[src/rtl/rdy_vld_serializer.sv]
// Wide-to-narrow ready/valid serializer: one wide word of up to RATIO beats out as DWIDTH-bit beats.
// Define SER_MSB_FIRST_EN to emit the most significant valid slice first (default is LSB-first).
module rdy_vld_serializer #(
   parameter int unsigned DWIDTH = 8,
   parameter int unsigned RATIO  = 4,
   parameter int unsigned CWIDTH = $clog2(RATIO + 1)
) (
   input  logic                     clk,
   input  logic                     rst_n,
   input  logic                     vld_in,
   input  logic [DWIDTH*RATIO-1:0]  din,
   input  logic [CWIDTH-1:0]        cnt_in,
   output logic                     rdy_out,
   output logic                     vld_out,
   output logic [DWIDTH-1:0]        dout,
   output logic                     last_out,
   input  logic                     rdy_in
);

   localparam int unsigned WWIDTH = DWIDTH * RATIO;
   localparam int unsigned IWIDTH = $clog2(RATIO);

   localparam logic [1:0] S_IDLE = 2'd0;
   localparam logic [1:0] S_BUSY = 2'd1;
   localparam logic [1:0] S_LAST = 2'd2;

   logic [1:0]        state, state_nxt;
   logic [WWIDTH-1:0] word, word_nxt;
   logic [IWIDTH-1:0] idx, idx_nxt;
   logic [CWIDTH-1:0] rem, rem_nxt;
   logic [CWIDTH-1:0] cnt_eff;
   logic [DWIDTH-1:0] dout_nxt;
   logic              accept;
   logic              xfer;

   function automatic logic [DWIDTH-1:0] slice(input logic [WWIDTH-1:0] w,
                                               input logic [IWIDTH-1:0] i);
      return DWIDTH'(w >> (32'(i) * DWIDTH));
   endfunction

   // The only combinational path: a finishing last beat frees the slot this cycle.
   assign rdy_out = ~vld_out | (rdy_in & last_out);
   assign accept  = vld_in & rdy_out;
   assign xfer    = vld_out & rdy_in;

   always_comb begin
      cnt_eff = cnt_in;
      if ((cnt_in == '0) || (cnt_in > CWIDTH'(RATIO))) begin
         cnt_eff = CWIDTH'(RATIO);
      end
   end

   always_comb begin
      state_nxt = state;
      word_nxt  = word;
      idx_nxt   = idx;
      rem_nxt   = rem;
      dout_nxt  = dout;
      if (accept) begin
         word_nxt = din;
         rem_nxt  = cnt_eff - CWIDTH'(1);
`ifdef SER_MSB_FIRST_EN
         idx_nxt  = IWIDTH'(cnt_eff - CWIDTH'(1));
`else
         idx_nxt  = '0;
`endif
         dout_nxt  = slice(din, idx_nxt);
         state_nxt = (cnt_eff == CWIDTH'(1)) ? S_LAST : S_BUSY;
      end else if (xfer) begin
         if (state == S_BUSY) begin
            rem_nxt = rem - CWIDTH'(1);
`ifdef SER_MSB_FIRST_EN
            idx_nxt = idx - IWIDTH'(1);
`else
            idx_nxt = idx + IWIDTH'(1);
`endif
            dout_nxt  = slice(word, idx_nxt);
            state_nxt = (rem_nxt == '0) ? S_LAST : S_BUSY;
         end else begin
            state_nxt = S_IDLE;
         end
      end
   end

   always_ff @(posedge clk) begin
      if (!rst_n) begin
         state    <= S_IDLE;
         word     <= '0;
         idx      <= '0;
         rem      <= '0;
         dout     <= '0;
         vld_out  <= 1'b0;
         last_out <= 1'b0;
      end else begin
         state    <= state_nxt;
         word     <= word_nxt;
         idx      <= idx_nxt;
         rem      <= rem_nxt;
         dout     <= dout_nxt;
         vld_out  <= (state_nxt != S_IDLE);
         last_out <= (state_nxt == S_LAST);
      end
   end

endmodule

[config.mk]
export PLATFORM = sky130hd
export DESIGN_NAME = rdy_vld_serializer
export DESIGN_NICKNAME = d
export VERILOG_FILES = /design/src/rtl/rdy_vld_serializer.sv
export SDC_FILE = /design/constraint.sdc
export NUM_CORES = 1
export LEC_CHECK = 0
export CAP_MARGIN = 20
export CORE_AREA = 2 2 80 59
export CTS_BUF_LIST = sky130_fd_sc_hd__clkbuf_8
export CTS_CLUSTER_SIZE = 25
export DETAILED_ROUTE_END_ITERATION = 10
export DIE_AREA = 0 0 82 61
export GPL_TIMING_DRIVEN = 0
export MAX_ROUTING_LAYER = met4
export PLACE_DENSITY = 0.85
export SYNTH_ARGS = -nofsm -noshare
export SYNTH_HDL_FRONTEND = slang
export SYNTH_SLANG_ARGS = --single-unit
[constraint.sdc]
create_clock -name clk -period 5.3 [get_ports clk]
set_input_delay 1.06 -clock clk [delete_from_list [all_inputs] [get_ports clk]]
set_output_delay 1.06 -clock clk [all_outputs]
set_load 0.02 [all_outputs]
==> impl_metrics.env, run 1 <==
export IMPL_status="completed"
export IMPL_slew_viol_final=0
export IMPL_synth_seq_area_share_pct=43.0
export IMPL_place_hpwl_microns=4050
export IMPL_synth_area_leaders="dfxtp_1, nand2_1, mux4_2, a21boi_1, a21boi_0"
export IMPL_yosysWarnings=0
export IMPL_via_per_inst=5.36
export IMPL_hold_violations=0
export IMPL_syn_to_final_growth_pct=29.3
export IMPL_synth_area_leader_cell="dfxtp_1"
export IMPL_max_slew_margin_pct=68.3
export IMPL_post_route_util_pct=70.2
export IMPL_synthTopCellsByCount="nand2_1, dfxtp_1, a21oi_1"
export IMPL_endpoint_kind="output pin"
export IMPL_cts_buffer_depth=2
export IMPL_skew_ns=0.00673
export IMPL_start_util_pct=54.3
export IMPL_syn_num_nets=298
export IMPL_cp_num_buf_inv=2
export IMPL_postCtsHoldBufs=0
export IMPL_critPathTopFamily="buffers and inverters"
export IMPL_antenna_found_initial=0
export IMPL_place_inst=358
export IMPL_seqPwrFrac_pct=45.2
export IMPL_pwr_density_cell_nw_per_um2=323
export IMPL_p_leak_nw=1.12
export IMPL_drive_gt1_share_pct=11.6
export IMPL_hold_path_class="flip-flop to flip-flop"
export IMPL_num_antenna_cells=0
export IMPL_async_flop_share_pct=0
export IMPL_path_clk_slew_ns=0.09
export IMPL_via_count=1960
export IMPL_yosysMostFrequentCell="nand2_1"
export IMPL_num_nets_final=353
export IMPL_post_cts_setup_buffers=0
export IMPL_syn_inst=255
export IMPL_die_h_microns=61
export IMPL_dieWidth_microns=82
export IMPL_critPathLaunchType="primary input"
export IMPL_synth_top_family_by_area="compound AO/OA/AOI/OAI gates"
export IMPL_synth_compound_area_share_pct=20.4
export IMPL_fmax_mhz=286
export IMPL_cts_sinks=49
export IMPL_max_stage_delay_ns=0.60
export IMPL_cts_resized=0
export IMPL_drt_initial_drc_count=90
export IMPL_firstDrtPassIters=4
export IMPL_drc_errors=0
export IMPL_cts_tree="done"
export IMPL_worstPathMaxFanout=6
export IMPL_switching_share_pct=28.5
export IMPL_switchingPower_w=0.000272
export IMPL_ant_nets=0
export IMPL_fillers=364
export IMPL_fp_dieArea_sq_um=5000
export IMPL_synth_fa_ha_area_share_pct=2.19
export IMPL_vdd_drop_max_v=0.000175
export IMPL_internal_power_w=0.000682
export IMPL_grtUsageTotal_pct=24.9
export IMPL_maxCapViolCount=0
export IMPL_pin_count=50
export IMPL_cp_data_required_time_ns=4.24
export IMPL_rsz0062_at_grt="no"
export IMPL_finalHoldWorstSlack_ns=0.457
export IMPL_grt_overflow_total=0
export IMPL_synth_edf_count=0
export IMPL_ys_types=32
export IMPL_routed_wl_microns=5500
export IMPL_min_period_ns=3.50
export IMPL_cp_arrival_ns=2.44
export IMPL_grt_max_degree=16
export IMPL_clock_power_share_pct=29.6
export IMPL_grt_pass1_wl_microns=8840
export IMPL_num_rows=20
export IMPL_finalSetupViolations=0
export IMPL_combPwrFrac_pct=25.2
export IMPL_synth_area_sq_um=2280
export IMPL_fin_setup_tns_ns=0
export IMPL_cpMostUsedCell="clkdlybuf4s50_1"
export IMPL_min_period_over_period_pct=66.0
export IMPL_synthXorXnorAreaFrac_pct=1.92
export IMPL_yosys_area_top_type_share_pct=43.0
export IMPL_path_class="primary input to output pin"
export IMPL_numCtsBuffers=5
export IMPL_cts_htree_levels=2
export IMPL_yosys_area_share_simple_pct=18.0
export IMPL_grt_pass1_vias=1904
export IMPL_synth_top_flop_cell="dfxtp_1"
export IMPL_cts_root_buf="clkbuf_8"
export IMPL_stdcell_count=366
export IMPL_cp_slowest_cell="clkdlybuf4s50_1"
export IMPL_cp_cell_sequence="clkdlybuf4s50_1 > a21bo_4 > clkdlybuf4s50_1"
export IMPL_ys_seq_elements=49
export IMPL_postSynthAreaPerCell_sq_um=8.95
export IMPL_clkLatencyLatePin_ns=0.31
export IMPL_gp_congestion=0.856
export IMPL_coreArea_sq_um=4200
export IMPL_post_drt_wl_per_cell_microns=15.0
export IMPL_synth_area_mux_share_pct=7.89
export IMPL_tightest_slew_ns=0.476
export IMPL_io_buffers=48
-- worst paths after layout --
check	startpoint	end	slack [ns]	cells past startpoint
max	rdy_in	rdy_out	1.80	3
min	word[15]$_SDFFE_PN0P_	word[15]$_SDFFE_PN0P_	0.46	2
max reg2reg	vld_out$_SDFF_PN0_	dout[6]$_SDFFE_PN0P_	3.83	6
min reg2reg	word[15]$_SDFFE_PN0P_	word[15]$_SDFFE_PN0P_	0.46	2
-- cells by family after synthesis --
logic type | count (synthesis)
simple gates | 97
flops | 49
xor+xnor | 5
buf+inv | 23
mux | 8
compound gates | 69
fa+ha+maj | 4
-- sequential cells by signal (all words and copies together) (netlist names) --
signal and count:
word 32, dout 8, rem 3, idx 2, state 2, last_out 1, vld_out 1
-- layer usage --
layer	part of all wire, %	GRT usage [%]	routed length [microns]
met1	45	30.3	2480
met2	48	42.7	2650
met3	5.9	5.06	325
met4	0.71	6.43	39
met5	0	-	0
-- placed cells by master, fill, tap and decap left out, drive strengths merged, types with 2 or more instances in the layout --
cell / instances
nand2: 79
dfxtp: 49
clkdlybuf4s50: 48
a21boi: 32
a21oi: 18
buf: 14
o21ai: 11
clkbuf: 11
mux4: 8
nor2: 6
inv: 4
ha: 4
xnor2: 3
nand3: 3
and2: 3
nand2b: 2
o211a: 2
xor2: 2
-- power groups by stage --
stage          Clock [W]  Sequential (W)  Combinational [W]
2_1_floorplan          0        0.000446           0.000139
3_3_place_gp           0        0.000438           0.000235
3_5_place_dp           0        0.000440           0.000240
4_1_cts         0.000283        0.000431           0.000241
5_1_grt         0.000298        0.000436           0.000264
6_report        0.000283        0.000431           0.000240
-- worst reg2reg max path: cells and delay by family (launching register included) --
family                 cells  cell delay [ns]
DFF                        1             0.43
buffers and inverters      2             0.26
AOI/OAI and AO/OA          3             0.51
and+or+nand+nor            1             0.16
-- stage by stage --
| stage | total power, W | area [sq um] | setup slack [ns] |
|---|---|---|---|
| after detailed placement | 0.000680 | 2830 | 1.80 |
| after global placement | 0.000673 | 2830 | 1.81 |
| after floorplan | 0.000585 | 2280 | 2.87 |
| final | 0.000954 | 2950 | 1.80 |
| after CTS | 0.000955 | 2950 | 1.79 |
| after global routing | 0.000998 | 2950 | 1.76 |
-- cell type report --
class | count | area, sq um | share of cell area [%]
clock inverters | 2 | 37.5 | 1.27
clock buffers | 6 | 82.6 | 2.80
well taps | 55 | 68.8 | 2.33
repair buffers | 48 | 480 | 16.3
inverters | 4 | 15.0 | 0.509
plain buffers | 19 | 134 | 4.54
flip-flops and latches | 49 | 981 | 33.2
multi-input cells | 183 | 1150 | 39.0
(Power assumes the default switching activity.)
==> run 2, diff against run 1 <==
CORE_AREA = 2 2 87 64   (was 2 2 80 59)
DIE_AREA = 0 0 89 66   (was 0 0 82 61)
PLACE_DENSITY = 0.76   (was 0.85)
clock period = 2.8 ns   (was 5.3 ns; I/O delays follow)
==> run 2 against run 1 <==
- final cell count increased by 4.4%
- setup slack got worse by 1.5 ns
- global-route usage shrank 4.4 points
- routed wire length up 0.66%
- sequential share of layout area increased by 0.14 points
- via count decreased by 2.1%
- non-clock buffer count unchanged
- clock skew about the same
- critical path type unchanged
==> impl_metrics.env, run 2 (synthesized netlist as in run 1, its figures left out) <==
export IMPL_place_hpwl_microns=3960
export IMPL_drive_gt1_share_pct=11.0
export IMPL_cts_buffer_depth=2
export IMPL_via_count=1918
export IMPL_drt_initial_drc_count=122
export IMPL_num_rows=22
export IMPL_stdcell_count=382
export IMPL_skew_ns=0.00633
export IMPL_cp_data_required_time_ns=2.24
export IMPL_grtUsageTotal_pct=20.6
export IMPL_rsz0062_at_grt="no"
export IMPL_hold_violations=0
export IMPL_routed_wl_microns=5530
export IMPL_io_buffers=48
export IMPL_grt_max_degree=14
export IMPL_antenna_found_initial=0
export IMPL_slew_viol_final=0
export IMPL_dieWidth_microns=89
export IMPL_largest_reg_flops=32
export IMPL_coreArea_sq_um=5060
export IMPL_r2r_end="rem[0]$_SDFFE_PN0P_"
export IMPL_fmax_mhz=398
export IMPL_place_inst=375
export IMPL_fin_setup_tns_ns=0
export IMPL_min_period_ns=2.51
export IMPL_hold_path_class="flip-flop to flip-flop"
export IMPL_critPathLaunchType="primary input"
export IMPL_r2r_cells=6
export IMPL_min_period_over_period_pct=89.7
export IMPL_cts_tree="done"
export IMPL_cts_sinks=49
export IMPL_firstDrtPassIters=4
export IMPL_gp_congestion=0.790
export IMPL_vdd_drop_max_v=0.000286
export IMPL_pin_count=50
export IMPL_maxCapViolCount=0
export IMPL_cts_root_buf="clkbuf_8"
export IMPL_status="completed"
export IMPL_syn_to_final_growth_pct=28.8
export IMPL_path_clk_slew_ns=0.09
export IMPL_postCtsHoldBufs=0
export IMPL_clkLatencyLatePin_ns=0.29
export IMPL_critPathCapture="rdy_out"
export IMPL_cts_htree_levels=2
export IMPL_pwr_density_cell_nw_per_um2=574
export IMPL_post_cts_setup_buffers=0
export IMPL_worstPathMaxFanout=6
export IMPL_rrSetupSlack_ns=1.31
export IMPL_grt_overflow_total=0
export IMPL_ant_nets=0
export IMPL_finalSetupViolations=0
export IMPL_max_slew_margin_pct=68.2
export IMPL_num_nets_final=353
export IMPL_cts_resized=0
export IMPL_numCtsBuffers=5
export IMPL_r2r_start="vld_out$_SDFF_PN0_"
export IMPL_die_h_microns=66
export IMPL_final_cell_mix="nand2_1, dfxtp_1, clkdlybuf4s50_1"
export IMPL_fin_ws_ns=0.288
export IMPL_largest_register="word"
export IMPL_p_leak_nw=1.11
export IMPL_post_route_util_pct=58.0
export IMPL_start_util_pct=45.1
export IMPL_reg_largest_list="word: 32 flops, dout: 8 flops, rem: 3 flops"
export IMPL_grt_pass1_vias=1782
export IMPL_num_antenna_cells=0
export IMPL_post_drt_wl_per_cell_microns=14.5
export IMPL_post_place_ws_ns=0.186
export IMPL_via_per_inst=5.02
export IMPL_finalHoldWorstSlack_ns=0.457
export IMPL_cp_arrival_ns=1.95
export IMPL_startpoint="rdy_in"
export IMPL_fp_dieArea_sq_um=5870
export IMPL_drc_errors=0
export IMPL_tightest_slew_ns=0.478
export IMPL_endpoint_kind="output pin"
export IMPL_mostFrequentLayoutCell="nand2_1"
export IMPL_grt_pass1_wl_microns=8780
export IMPL_path_class="primary input to output pin"
==> run 2: cell count changes in the layout (fill, tap and decap cells not counted), sizes merged <==
cell / previous run / this run
bufinv: 1 / 0
clkinvlp: 1 / 0
inv: 4 / 5
==> run 2: worst min path at each step <==
stage	start	endpoint	slack, ns	depth (start not counted)
after CTS	word[0]$_SDFFE_PN0P_	word[0]$_SDFFE_PN0P_	0.45	2
after detailed placement	word[0]$_SDFFE_PN0P_	word[0]$_SDFFE_PN0P_	0.44	2
final	word[12]$_SDFFE_PN0P_	word[12]$_SDFFE_PN0P_	0.46	2
after floorplan	word[0]$_SDFFE_PN0P_	word[0]$_SDFFE_PN0P_	0.43	2
after global placement	word[1]$_SDFFE_PN0P_	word[1]$_SDFFE_PN0P_	0.44	2
after global routing	word[9]$_SDFFE_PN0P_	word[9]$_SDFFE_PN0P_	0.47	2
==> run 2: final cells by class <==
class / instances / area, sq um
Clock inverter: 1 / 3.75
Tap cell: 72 / 90.1
Fill cell: 482 / 2130
Sequential cell: 49 / 981
Clock buffer: 6 / 82.6
Timing Repair Buffer: 48 / 480
Multi-Input combinational cell: 183 / 1150
Buffer: 19 / 134
Inverter: 4 / 15.0
==> run 2: metrics by stage <==
stage / area, sq um / power [W]
finish: 2940 / 0.00169
global route: 2940 / 0.00178
CTS: 2940 / 0.00169
detailed placement: 2850 / 0.00129
global placement: 2850 / 0.00128
floorplan: 2280 / 0.00111
==> run 2: worst max-delay path, stage by stage <==
cell	delay [ns]
clkdlybuf4s50_1	0.59
a21bo_4	0.19
clkdlybuf4s50_1	0.61
==> run 2: per-layer routing <==
metal | global-route usage [%] | vias up | routed length, microns
li1 | - | 970 | -
met1 | 28.5 | 871 | 2610
met2 | 32.1 | 75 | 2500
met3 | 3.50 | 2 | 409
met4 | 3.92 | 0 | 12
met5 | - | - | 0
==> run 2: where the power goes <==
group | leakage (nW) | internal, W | switching, W | total (W)
clock network | 0.0485 | 0.000193 | 0.000221 | 0.000414
logic | 0.655 | 0.000230 | 0.000225 | 0.000454
registers | 0.403 | 0.000771 | 0.0000479 | 0.000819
total | 1.11 | 0.00119 | 0.000494 | 0.00169
